--- config.mk ---
export PLATFORM = sky130hd
export DESIGN_NAME = seg_scan
export DESIGN_NICKNAME = d
export VERILOG_FILES = /design/src/rtl/seg_scan.sv
export SDC_FILE = /design/constraint.sdc
export NUM_CORES = 1
export LEC_CHECK = 0
export CAP_MARGIN = 20
export CELL_PAD_IN_SITES_DETAIL_PLACEMENT = 1
export CELL_PAD_IN_SITES_GLOBAL_PLACEMENT = 1
export CORE_MARGIN = 5
export CORE_UTILIZATION = 49
export DETAILED_ROUTE_END_ITERATION = 7
export PLACE_DENSITY_LB_ADDON = 0.1
export SLEW_MARGIN = 20
export SYNTH_ARGS = -nofsm -noshare
export SYNTH_HDL_FRONTEND = slang
export SYNTH_SLANG_ARGS = --single-unit
--- constraint.sdc ---
create_clock -name clk -period 7.5 [get_ports clk]
set_input_delay 1.5 -clock clk [delete_from_list [all_inputs] [get_ports clk]]
set_output_delay 1.5 -clock clk [all_outputs]
set_load 0.005 [all_outputs]
--- src/rtl/seg_scan.sv ---
// rtl/seg_scan.sv - four-digit multiplexed seven-segment scanner with frame-aligned shadow commit
// Optional leading-zero blanking is compiled in when LZ_BLANK_EN is defined.
module seg_scan #(
  parameter int CLK_DIV = 50000,
  parameter int GAP_CYC = 4
) (
  input  logic        clk,
  input  logic        rst,
  input  logic        load,
  input  logic [15:0] data,
  input  logic [3:0]  dp_in,
  output logic [3:0]  sel,
  output logic [7:0]  seg,
  output logic        frame
);

  localparam int TW = (CLK_DIV > 2) ? $clog2(CLK_DIV) : 1;
  localparam int GW = (GAP_CYC > 1) ? $clog2(GAP_CYC + 1) : 1;
  localparam logic [TW-1:0] TICK_LAST = TW'(CLK_DIV - 1);
  localparam logic [GW-1:0] GAP_LAST  = GW'(GAP_CYC - 1);

  localparam logic [0:0] ST_GAP  = 1'b0;
  localparam logic [0:0] ST_SHOW = 1'b1;

  logic [TW-1:0] tick_q, tick_d;
  logic [GW-1:0] gap_q, gap_d;
  logic [0:0]    state_q, state_d;
  logic [1:0]    idx_q, idx_d;
  logic [15:0]   shadow_q, shadow_d;
  logic [3:0]    sdp_q, sdp_d;
  logic [15:0]   pend_q, pend_d;
  logic [3:0]    pdp_q, pdp_d;
  logic          pflag_q, pflag_d;
  logic [3:0]    sel_q, sel_d;
  logic [7:0]    seg_q, seg_d;
  logic          frame_q, frame_d;
  logic          tick;
  logic [3:0]    nib;
  logic [6:0]    seg_lo;

  function automatic logic [6:0] dec7(input logic [3:0] n);
    logic [6:0] r;
    case (n)
      4'h0: r = 7'h3F;  4'h1: r = 7'h06;  4'h2: r = 7'h5B;  4'h3: r = 7'h4F;
      4'h4: r = 7'h66;  4'h5: r = 7'h6D;  4'h6: r = 7'h7D;  4'h7: r = 7'h07;
      4'h8: r = 7'h7F;  4'h9: r = 7'h6F;  4'hA: r = 7'h77;  4'hB: r = 7'h7C;
      4'hC: r = 7'h39;  4'hD: r = 7'h5E;  4'hE: r = 7'h79;  default: r = 7'h71;
    endcase
    return r;
  endfunction

`ifdef LZ_BLANK_EN
  // A digit is blank when it and every more-significant nibble are zero; digit 0 always shows.
  function automatic logic lz_blank(input logic [15:0] v, input logic [1:0] i);
    logic b;
    case (i)
      2'd1:    b = (v[15:4] == 12'h000);
      2'd2:    b = (v[15:8] == 8'h00);
      2'd3:    b = (v[15:12] == 4'h0);
      default: b = 1'b0;
    endcase
    return b;
  endfunction
`endif

  assign tick = (tick_q == TICK_LAST);

  // Next-state: tick divider, SHOW/GAP sequencing, pending capture and frame-aligned commit.
  always_comb begin
    tick_d   = tick ? '0 : tick_q + TW'(1);
    state_d  = state_q;
    gap_d    = gap_q;
    idx_d    = idx_q;
    shadow_d = shadow_q;
    sdp_d    = sdp_q;
    pend_d   = pend_q;
    pdp_d    = pdp_q;
    pflag_d  = pflag_q;
    frame_d  = 1'b0;
    if (load) begin
      pend_d  = data;
      pdp_d   = dp_in;
      pflag_d = 1'b1;
    end
    if (state_q == ST_SHOW) begin
      if (tick) begin
        state_d = ST_GAP;
        gap_d   = '0;
      end
    end else begin
      if (gap_q == GAP_LAST) begin
        state_d = ST_SHOW;
        gap_d   = '0;
        idx_d   = idx_q + 2'd1;
        // Commit only on entry to digit 0 so a frame never mixes old and new data;
        // a load in this same cycle stays pending for the following frame.
        if (idx_d == 2'd0 && pflag_q) begin
          shadow_d = pend_q;
          sdp_d    = pdp_q;
          frame_d  = 1'b1;
          if (!load) pflag_d = 1'b0;
        end
      end else begin
        gap_d = gap_q + GW'(1);
      end
    end
  end

  // Output decode from next-state values so sel/seg are registered and change with the index.
  always_comb begin
    case (idx_d)
      2'd0:    nib = shadow_d[3:0];
      2'd1:    nib = shadow_d[7:4];
      2'd2:    nib = shadow_d[11:8];
      default: nib = shadow_d[15:12];
    endcase
    seg_lo = dec7(nib);
`ifdef LZ_BLANK_EN
    if (lz_blank(shadow_d, idx_d)) seg_lo = 7'h00;
`endif
    if (state_d == ST_SHOW) begin
      sel_d = 4'b0001 << idx_d;
      seg_d = {sdp_d[idx_d], seg_lo};
    end else begin
      sel_d = 4'b0000;
      seg_d = 8'h00;
    end
  end

  // State registers; reset aborts the scan and leaves the FSM in GAP before digit 0.
  always_ff @(posedge clk or negedge rst) begin
    if (!rst) begin
      tick_q   <= '0;
      gap_q    <= '0;
      state_q  <= ST_GAP;
      idx_q    <= 2'd3;
      shadow_q <= 16'h0000;
      sdp_q    <= 4'b0000;
      pend_q   <= 16'h0000;
      pdp_q    <= 4'b0000;
      pflag_q  <= 1'b0;
      sel_q    <= 4'b0000;
      seg_q    <= 8'h00;
      frame_q  <= 1'b0;
    end else begin
      tick_q   <= tick_d;
      gap_q    <= gap_d;
      state_q  <= state_d;
      idx_q    <= idx_d;
      shadow_q <= shadow_d;
      sdp_q    <= sdp_d;
      pend_q   <= pend_d;
      pdp_q    <= pdp_d;
      pflag_q  <= pflag_d;
      sel_q    <= sel_d;
      seg_q    <= seg_d;
      frame_q  <= frame_d;
    end
  end

  assign sel   = sel_q;
  assign seg   = seg_q;
  assign frame = frame_q;

endmodule

# Word level (Yosys, flattened, before mapping)
# Memories as Yosys holds them, arrays and structs flattened.
# Cells that the tools add are included.
# W data, S select, Z words.
dict set report op_classes {
  magnitude_cmp 1
  shifts 1
  eq_ne 5
  reduce_logical 3
  n_addsub 3
  mux 28
}
# op n
set ops {}
lappend ops {{$mux W16} 4}
lappend ops {{$add A16 B1 Y16 const B} 1}
lappend ops {{$eq A16 B16 Y1 const B} 1}
lappend ops {{$mux W4} 4}
lappend ops {{$mux W1} 12}
lappend ops {{$pmux W4 S3} 1}
lappend ops {{$mux W3} 3}
lappend ops {{$mux W8} 1}
lappend ops {{$logic_not A2 Y1} 2}
lappend ops {{$mux W2} 2}
lappend ops {{$shl A1 B2 Y4 const A} 1}
lappend ops {{$add A3 B1 Y3 const B} 1}
lappend ops {{$eq A3 B2 Y1 const B} 1}
lappend ops {{$lt A2 B3 Y1 const B} 1}
lappend ops {{$add A2 B1 Y2 const B} 1}
lappend ops {{$bmux W1 S2} 1}
lappend ops {{$eq A2 B1 Y1 const B} 1}
lappend ops {{$eq A2 B2 Y1 const B} 1}
lappend ops {{$ne A2 B1 Y1 const B} 1}
lappend ops {{$logic_and A1 B1 Y1} 1}
dict set report word_totals {
  out_inout_bits 13
  register_bits 76
  word_cells 54
  mem_count 1
  rom_bits 112
}
# memory depth word_bits rd rd_ports_with_merged_regs wr line_no
set mem_list {}
lappend mem_list {{(name not given)} 16 7 1 0 0 43} ;# case (n)

# Depth between registers and ports, before layout
dict set report logic_depth {
  ltp_word 9
  depth_mapped 13
  mapped_depth_nobuf 11
}

# Worst setup path after synthesis
# No wires, ideal clock.
dict set report synth_path {
  path_type {register to register}
  startpoint {reg idx_q[0]}
  endpoint {reg seg_q[0] (netlist: seg[0])}
  setup_slack_ps 4662
  period_less_slack_ps 2838
  path_stages_with_launch 11
  setup_ps 111
  required_time_ps 7389
  t_arrival_ps 2727
  cell_sequence {dfstp_2 ha_1 and4bb_2 clkbuf_1 and3_1 a2111oi_0 or4_1 clkbuf_1 ha_1 nor3b_1 a2111oi_2}
}
dict set report synth_via {
  elab_chain_len 9
  elab_cells_between_ends 14
}
# item line_no
set synth_rtl {}
lappend synth_rtl {{from (decl)} 28} ;# logic [1:0] idx_q, idx_d;
lappend synth_rtl {{from (signal assigned)} 149} ;# idx_q <= idx_d;
lappend synth_rtl {{$add A2 B1 Y2} 94} ;# idx_d = idx_q + 2'd1;
lappend synth_rtl {{$logic_not A2 Y1} 97} ;# if (idx_d == 2'd0 && pflag_q) begin
lappend synth_rtl {{$logic_and A1 B1 Y1} 97}
lappend synth_rtl {{$mux W16} 97}
lappend synth_rtl {{$mux W16} 91} ;# if (gap_q == GAP_LAST) begin
lappend synth_rtl {{$mux W16} 85} ;# if (state_q == ST_SHOW) begin
lappend synth_rtl {{$pmux W4 S3 (*)} 111} ;# case (idx_d)
lappend synth_rtl {{$mem_v2 Z16 W7 (*)} -}
lappend synth_rtl {{$mux W8 (*)} 121} ;# if (state_d == ST_SHOW) begin
lappend synth_rtl {{net seg_d[0]} 35} ;# logic [7:0] seg_q, seg_d;
lappend synth_rtl {{to (signal assigned)} 156} ;# seg_q <= seg_d;
lappend synth_rtl {{to (decl)} 35}
# Mark *: on every way through the listed nets, which the timed path passes. The rest lies on a longest branch.
# A chain may end at the register's enable or synchronous reset.

# Worst setup path after layout
dict set report layout_path {
  startpoint {reg gap_q[0]}
  endpoint {reg seg_q[0] (netlist: seg[0])}
}
dict set report layout_via {
  elab_chain_len 7
  elab_cells_between_ends 13
}
# item line_no
set layout_rtl {}
lappend layout_rtl {{from (decl)} 26} ;# logic [GW-1:0] gap_q, gap_d;
lappend layout_rtl {{from (signal assigned)} 147} ;# gap_q <= gap_d;
lappend layout_rtl {{$eq A3 B2 Y1 (*)} 91}
lappend layout_rtl {{$mux W2} 91}
lappend layout_rtl {{$mux W2} 85}
lappend layout_rtl {{$eq A2 B2 Y1, or another cell as far along} 111}
lappend layout_rtl {{$pmux W4 S3} 111}
lappend layout_rtl {{$mem_v2 Z16 W7} -}
lappend layout_rtl {{$mux W8 (*)} 121}
lappend layout_rtl {{net seg_d[0]} 35}
# Marks and branches as above.

==> metrics.yaml <==
p_sw_share_pct: 22.07
synth_top_cell_area_share_pct: 54.45
final-seq-area_um2: 1904
holdBufCountCts: 0
syn_area_per_cell_um2: 12.23
synth.most_common_cell: "dfrtp_1"
numPortBuffers: 35
syn-num-nets: 308
grt_pass1_wl_um: 11650
n_antenna_cell: 0
worstMarginPinSlew_ns: 0.9375
setup_viol_count_final: 0
coreArea_um2: 6756
wl_um: 6859
hold-path-endpoint: "tick_q[0]"
post-route-min-period_ns: 3.727
ys_seq_elements: 76
ir_worst_vdd_mv: 0.09520
drt_first_pass_iters: 4
status: "finished clean"
cts_resized: 0
power_per_cell_area_nw_per_um2: 189.4
maxCapViolCount: 0
synth_edf_count: 0
leakage_uw: 0.001989
synthTopCellsByArea: "dfrtp_1, mux2_2, and3_1, a2111oi_0, a21o_1"
arrival_ns: 3.97
total_power_uw: 751.3
max_freq_ghz: 0.2683
rr_worst_depth: 9
p_switching_uw: 165.8
min_from: "tick_q[0]"
clockBufferDepth: 2
start_kind: "flop"
dieHeight_um: 93.31
initial_core_util_pct: 50.33
syn_inst: 278
rsz0062_at_grt: "no"
ant_nets: 0
pwr-share-comb_pct: 4.4
power.share.clock_pct: 38.9
synthArstFlopShare_pct: 100.0
clock_sinks: 76
hp-class: "reg -> reg"
syn-cell-area_um2: 3401
finClkSkew_ns: 0.008336
hold_depth: 1
stdcell_count: 395
crit_type: "reg -> reg"
slew_violations: 0
htreeDepth: 3
yosys_most_used_dff: "dfrtp_1"
drc_errors: 0
grt.overflow.total: 0
grt_usage_pct: 17.29
fin_nets: 340
synth.yosys.seq_area_share_pct: 56.00
vias_per_cell: 5.562
hold_viol: 0
gp_congestion: 0.7318
antenna_found_initial: 0
wire_per_inst_um: 17.36
slew_headroom_pct: 37.50
syn_to_final_growth_pct: 16.63
grt_pass1_vias: 2365
synth_common_cells: "dfrtp_1, mux2_2, nor2_1"
dr_total_vias: 2197
die_area_um2: 8707
drt-initial-drc-count: 123
root_buffer: "clkbuf_8"
critical_path_required_ns: 7.74
timing.final.crit_share_pct: 49.69
internal-power_uw: 585.4
rows: 30
ff2ff_setup_slack_ns: 3.77
cts_made_buffers: 9
clk_latency_ns: 0.34
cts.clk_slew.worst_paths_ns: 0.08
r2r-end: "seg[0]"
drive_above_1_share_pct: 17.78
multi_input_area_um2: 1359
ys_warn_count: 0
sequentialPowerShare_pct: 56.7
ioPinCount: 36
setup_tns_ns: 0
synth_top_area_cell: "dfrtp_1"
cts_tree: "yes"
num-fill-cells: 686
die_w_um: 93.31
postCtsSetupBuffers: 0
end_kind: "flop"
synth.distinct_cells: 48
place_inst: 378
timing.rr.start: "gap_q[0]"
cp_max_fo: 11
grt_max_degree: 77
dpl.hpwl_um: 4708
-- routing by layer --
layer  vias to the layer above  global-route usage [%]  share of wire [%]
li1                       1050                       -                  -
met1                      1101                   21.94                 46
met2                        37                   28.23                 50
met3                         9                   4.425                3.4
met4                         0                   6.838                1.5
met5                         -                       0                  0
-- state kept, by name, indices dropped and copies added, names as in the netlist --
name	flops
pend_q	16
shadow_q	16
tick_q	16
seg	8
pdp_q	4
sdp_q	4
sel	4
gap_q	3
idx_q	2
frame	1
pflag_q	1
state_q	1
-- how the worst max path moves through the flow --
stage | from | endpoint | slack [ns] | depth (start not counted)
floorplan | idx_q[0] | seg[0] | 4.66 | 10
global placement | gap_q[0] | seg[0] | 3.82 | 9
CTS | gap_q[0] | seg[0] | 3.70 | 9
finish | gap_q[0] | seg[0] | 3.77 | 9
detailed placement | gap_q[0] | seg[0] | 3.72 | 9
global route | gap_q[0] | seg[0] | 3.45 | 9
-- power groups by stage --
| stage | Sequential [uW] | Combinational [uW] | Clock, uW |
|---|---|---|---|
| after global placement | 434 | 32.9 | 0 |
| after CTS | 426 | 34.0 | 301 |
| after global routing | 428 | 37.1 | 321 |
| after floorplan | 432 | 13.0 | 0 |
| final | 426 | 32.7 | 292 |
| after detailed placement | 435 | 33.9 | 0 |
-- per-stage QoR --
step	utilization, %	cell area, um2	setup slack [ns]	hold WS [ns]
finish	58.70	3966	3.773	0.4644
global route	58.70	3966	3.451	0.4946
detailed placement	55.70	3764	3.716	0.4579
CTS	58.48	3951	3.704	0.4683
global placement	55.70	3764	3.817	0.4438
floorplan	-	3401	4.662	0.4251
-- layout make-up --
cell class | instances | share of cell area, %
clock buffer | 12 | 4.164
clock inverter | 4 | 0.5678
inverter | 14 | 1.325
multi-input combinational | 173 | 34.26
sequential | 76 | 48.01
tap | 80 | 2.524
timing repair buffer | 36 | 9.148
-- logic make-up (layout without fill, tap and decap cells) --
logic type	count (synthesis)	in the layout	share of synthesized area [%]
multiplexers	35	35	11.74
XOR/XNOR	15	15	4.084
flip-flops	76	76	56.00
AND/OR/NAND/NOR	77	77	12.47
AO/OA/AOI/OAI	39	39	9.087
buffers and inverters	29	66	4.047
adder cells (fa/ha/maj)	7	7	2.575
-- critical path: stages (launching register included) --
cell and delay [ns]:
dfrtp_1 0.39, ha_1 0.20, nor3b_4 0.29, mux2i_2 0.61
clkinv_1 0.51, a2111oi_0 0.54, or4_1 0.45, nor2b_4 0.24
nor3b_1 0.07, a2111oi_2 0.32
-- placed cells by master (no fill, tap or decap), drive strengths merged, types with 3 or more instances in the layout --
cell           instances
a2111oi               13
a21o                  13
and3                  17
clkbuf                12
clkdlybuf4s50         34
clkinv                 4
dfrtp                 74
ha                     7
inv                   13
mux2                  26
mux2i                  8
nand2                 12
nand3                  7
nor2                  19
nor2b                  3
nor3                   7
o21ai                  3
or4                    3
xnor2                  6
xor2                   9
Note: power is estimated with default switching activity, not from simulation.
